File: config.mk
export PLATFORM = sky130hd
export DESIGN_NAME = mix_columns_iter
export DESIGN_NICKNAME = d
export VERILOG_FILES = /design/src/rtl/aes_pkg.sv /design/src/rtl/mix_column_unit.sv /design/src/rtl/mix_columns_iter.sv
export SDC_FILE = /design/constraint.sdc
export NUM_CORES = 1
export LEC_CHECK = 0
export CORE_AREA = 5 5 98 100
export DETAILED_ROUTE_END_ITERATION = 6
export DIE_AREA = 0 0 103 105
export DONT_BUFFER_PORTS = 1
export HOLD_SLACK_MARGIN = 0.03
export PLACE_DENSITY = 0.3
export SLEW_MARGIN = 10
export SYNTH_ARGS = -nofsm -noshare
export SYNTH_HDL_FRONTEND = slang
export SYNTH_SLANG_ARGS = --single-unit
File: constraint.sdc
create_clock -name clk -period 3.45 [get_ports clk]
set_clock_uncertainty 0.1 [all_clocks]
set_input_delay 0.1725 -clock clk [delete_from_list [all_inputs] [get_ports clk]]
set_output_delay 0.1725 -clock clk [all_outputs]
set_load 0.05 [all_outputs]
File: src/rtl/aes_pkg.sv
// Shared AES field arithmetic, datapath types and FSM encoding for the
// iterative MixColumns block.
package aes_pkg;

  localparam logic [7:0] AES_POLY = 8'h1b;

  typedef logic [7:0] byte_t;
  // Row r of a column lives at index 3-r; column c of a state at index 3-c,
  // so a plain 128-bit assignment keeps byte 0 in the top bits.
  typedef byte_t   [3:0] column_t;
  typedef column_t [3:0] aes_state_t;
  typedef byte_t   [3:0] coef_set_t;

  localparam coef_set_t FWD_COEFS = {8'h02, 8'h03, 8'h01, 8'h01};
  localparam coef_set_t INV_COEFS = {8'h0e, 8'h0b, 8'h0d, 8'h09};

  typedef enum logic [1:0] {
    IDLE,
    CALC,
    HOLD
  } mc_state_e;

  function automatic byte_t xtime(input byte_t b);
    return {b[6:0], 1'b0} ^ (b[7] ? AES_POLY : 8'h00);
  endfunction

  // Coefficients below 16 reduce to an XOR of the x1/x2/x4/x8 xtime chain.
  function automatic byte_t gf_mul_small(input byte_t b, input logic [3:0] c);
    byte_t x2;
    byte_t x4;
    byte_t x8;
    x2 = xtime(b);
    x4 = xtime(x2);
    x8 = xtime(x4);
    return ({8{c[0]}} & b) ^ ({8{c[1]}} & x2) ^ ({8{c[2]}} & x4) ^ ({8{c[3]}} & x8);
  endfunction

endpackage

File: src/rtl/mix_column_unit.sv
// Combinational MixColumns / InvMixColumns on a single 4-byte column.
module mix_column_unit
  import aes_pkg::*;
(
  input  column_t col_in,
  input  logic    inverse,
  output column_t col_out
);

  column_t fwd_col;
  column_t inv_col;

  // Circulant matrix: output row r uses coefficient (j - r) mod 4 for input row j.
  always_comb begin
    fwd_col = '0;
    inv_col = '0;
    for (int r = 0; r < 4; r++) begin
      for (int j = 0; j < 4; j++) begin
        fwd_col[~2'(r)] ^= gf_mul_small(col_in[~2'(j)], FWD_COEFS[~2'(j - r)][3:0]);
        inv_col[~2'(r)] ^= gf_mul_small(col_in[~2'(j)], INV_COEFS[~2'(j - r)][3:0]);
      end
    end
  end

  assign col_out = inverse ? inv_col : fwd_col;

endmodule

File: src/rtl/mix_columns_iter.sv
// Iterative AES MixColumns stage: accepts one state, computes COLS_PER_CYCLE
// columns per clock into a result register, then holds it until taken.
module mix_columns_iter
  import aes_pkg::*;
#(
  parameter int COLS_PER_CYCLE = 1,
  parameter bit ENABLE_INV     = 1'b1
) (
  input  logic         clk,
  input  logic         rst,
  input  logic         in_valid,
  output logic         in_ready,
  input  logic         inverse,
  input  logic [127:0] data_in,
  output logic         out_valid,
  input  logic         out_ready,
  output logic [127:0] data_out,
  output logic         busy
);

  if (COLS_PER_CYCLE != 1 && COLS_PER_CYCLE != 2 && COLS_PER_CYCLE != 4) begin : g_bad_cols
    $error("mix_columns_iter: COLS_PER_CYCLE must be 1, 2 or 4");
  end

  localparam logic [1:0] STEP     = 2'(COLS_PER_CYCLE);
  localparam logic [1:0] LAST_COL = 2'(4 - COLS_PER_CYCLE);

  mc_state_e  state;
  mc_state_e  state_next;
  logic [1:0] col_cnt;
  aes_state_t data_q;
  aes_state_t result_q;
  logic       inv_q;

  column_t [COLS_PER_CYCLE-1:0]       unit_out;
  logic    [COLS_PER_CYCLE-1:0][1:0]  unit_col;

  for (genvar g = 0; g < COLS_PER_CYCLE; g++) begin : g_unit
    assign unit_col[g] = col_cnt + 2'(g);
    mix_column_unit u_mix (
      .col_in  (data_q[~unit_col[g]]),
      .inverse (inv_q),
      .col_out (unit_out[g])
    );
  end

  always_ff @(posedge clk or negedge rst) begin
    if (!rst) state <= IDLE;
    else      state <= state_next;
  end

  always_comb begin
    state_next = state;
    case (state)
      IDLE:    if (in_valid) state_next = CALC;
      CALC:    if (col_cnt == LAST_COL) state_next = HOLD;
      HOLD:    if (out_ready) state_next = IDLE;
      default: state_next = IDLE;
    endcase
  end

  // out_valid comes straight from the state register, so an async reset
  // drops it immediately without exposing partial results.
  always_comb begin
    in_ready  = (state == IDLE);
    out_valid = (state == HOLD);
    busy      = (state != IDLE);
  end

  // col_cnt parks on the last column so it only returns to 0 on accept.
  always_ff @(posedge clk or negedge rst) begin
    if (!rst) begin
      data_q   <= '0;
      inv_q    <= 1'b0;
      col_cnt  <= '0;
      result_q <= '0;
    end else begin
      case (state)
        IDLE: begin
          if (in_valid) begin
            data_q  <= data_in;
            inv_q   <= ENABLE_INV & inverse;
            col_cnt <= '0;
          end
        end
        CALC: begin
          for (int i = 0; i < COLS_PER_CYCLE; i++) begin
            result_q[~unit_col[i]] <= unit_out[i];
          end
          if (col_cnt != LAST_COL) col_cnt <= col_cnt + STEP;
        end
        default: ;
      endcase
    end
  end

  assign data_out = result_q;

endmodule

==> impl_metrics.json <==
{
  "vdd_ir_drop_max_uv": 315,
  "grt_antenna_before_repair": 0,
  "port_buffers": 0,
  "min-delay-start": "out_ready",
  "die_area_mm2": 0.0108,
  "drc": 0,
  "end_kind": "output pin",
  "r2r_start": "state[0]",
  "grt_use_total": 0.0249,
  "path_max_fanout": 10,
  "fill_cells": 1025,
  "syn_area_mm2": 0.00119,
  "layout_commonest_cell": "conb_1",
  "avgViaCountPerCell": 2.03,
  "syn_to_final_growth_pct": -23.6,
  "critPathMaxStageDelay_ps": 490,
  "drtPass1Iterations": 4,
  "post_cts_buffers": 0,
  "die_w_um": 103,
  "hold_violations": 0,
  "gr-total-overflow": 0,
  "fin_crit_ps": 1600,
  "grt_pass1_wl_mm": 2.02,
  "antenna_left": 0,
  "io-pin-count": 264,
  "whs_path_depth": 2,
  "worst_skew_pair.late_latency_ps": 210,
  "fmax_mhz": 627,
  "syn_inst": 150,
  "rows": 34,
  "hold_class": "input port to register",
  "routed_wl_mm": 1.57,
  "cp.required_ps": 3180,
  "cts_max_level": 1,
  "hpwl_mm": 1.47,
  "root_buffer": "clkbuf_8",
  "cts_tree": "done",
  "drt_iter0_markers": 33,
  "first_global_vias": 432,
  "nNetsFinal": 291,
  "p_leak_uw": 0.000581,
  "drive_above_1_share": 0.0323,
  "cts_made_buffers": 3,
  "final_core_util": 0.106,
  "place_congestion": 0.539,
  "rsz0062_at_grt": "false",
  "cap_viol_max_count": 0,
  "cp-startpoint": "state[0]",
  "grt_max_degree": 11,
  "path_clk_slew_ps": 30,
  "path_class": "register to output pin",
  "ys_seq_area_frac": 0.0841,
  "clockBufferDepth": 2,
  "status": "finished clean",
  "cp_cell_sequence": "nor2_1 -> buf_4 -> inv_1",
  "cp.arrival_ps": 1320,
  "fin_crit_sh": 0.462,
  "die_h_um": 105,
  "setup-tns-final_ps": 0,
  "start_util": 0.138,
  "layout_common_cells": "128 x conb_1, 4 x dfrtp_1, 3 x clkbuf_8",
  "core_mm2": 0.00859,
  "worst-r2r-cell-count": 2,
  "antenna-diode-count": 0,
  "ys_types": 17,
  "route.detailed.wl_per_inst_um": 5.96,
  "critPathLaunchType": "register",
  "setup_violations": 0,
  "cpMaxStageDelayCell": "dfrtp_1",
  "ys_seq_elements": 4,
  "yosysWarningCount": 0,
  "final_max_slew_viol_count": 0,
  "vias": 533,
  "p_per_area_mw_per_mm2": 722,
  "clkSinkCount": 4,
  "syn_area_per_cell_um2": 7.93
}
==> Yosys cell counts, drive strengths merged <==
master,n,area share
a211o,2,0.015
a21oi,1,0.0042
and2b,1,0.0063
and3,2,0.011
and4bb,1,0.011
buf,128,0.81
conb,1,0.0032
dfrtp,4,0.084
ha,1,0.011
inv,2,0.0063
nand2,1,0.0032
nand2b,1,0.0053
nor2,1,0.0032
nor4b,1,0.0074
o21bai,1,0.0095
o2bb2ai,1,0.0074
or2b,1,0.0063
==> stage by stage <==
step	hold slack [ps]	power (uW)	worst slack (ps)	cells	area, um2
6_report	43.3	657	1850	263	910
5_1_grt	66.1	697	1800	263	910
4_1_cts	36.2	657	1860	263	910
3_5_place_dp	-223	555	2090	258	848
3_3_place_gp	-223	551	2090	258	848
2_1_floorplan	-223	635	1600	277	1670
==> state kept, by name, indices dropped and copies added, names as in the netlist <==
| signal | cells |
|---|---|
| col_cnt | 2 |
| state | 2 |
==> timing repair <==
action	4_1_cts	5_1_grt
hold buffers	2	0
hold endpoints to repair	5	0
gates resized for setup	0	0
==> final timing paths <==
kind	endpoint	slack [ps]
max in group asynchronous	col_cnt[1]	2900
max reg2reg	state[1]	2060
max	busy	1850
min in group asynchronous	state[0]	150
min	state[1]	40
min reg2reg	col_cnt[1]	430
==> critical path: cells and delay by family (launching register included) <==
kind / cells / cell delay [ps]
buffers and inverters: 2 / 540
and+or+nand+nor: 1 / 70
DFF: 1 / 490
==> cell type report <==
| type | instances | area [um2] | area share |
|---|---|---|---|
| inverter | 2 | 7.51 | 0.00825 |
| clock buffer | 3 | 41.3 | 0.0454 |
| timing repair buffer | 3 | 27.5 | 0.0303 |
| tap | 108 | 135 | 0.149 |
| sequential | 4 | 100 | 0.110 |
| multi-input combinational | 143 | 598 | 0.657 |
==> routing by layer <==
layer / wire, um / part of all wire / vias up / GRT usage
met5: 0 / 0 / - / 0
met1: 508 / 0.32 / 207 / 0.0287
met4: 0 / 0 / 0 / 0.00555
met2: 451 / 0.29 / 109 / 0.0330
li1: - / - / 217 / -
met3: 608 / 0.39 / 0 / 0.0240
==> cell families (layout without fill, tap and decap cells) <==
| family | count (synthesis) | after routing | synth area share |
|---|---|---|---|
| and+or+nand+nor | 9 | 9 | 0.0526 |
| other | 1 | 128 | 0.00315 |
| buffers and inverters | 130 | 8 | 0.814 |
| DFF | 4 | 4 | 0.0841 |
| adders and majority gates | 1 | 1 | 0.0105 |
| AOI/OAI and AO/OA | 5 | 5 | 0.0358 |
==> power breakdown <==
group	total, uW	internal [uW]	switching [uW]
combinational	462	60.1	402
clock	95.8	74.1	21.7
sequential	98.7	68.7	30.0
total	657	203	454
No activity file was read; power rests on OpenSTA's default activity.
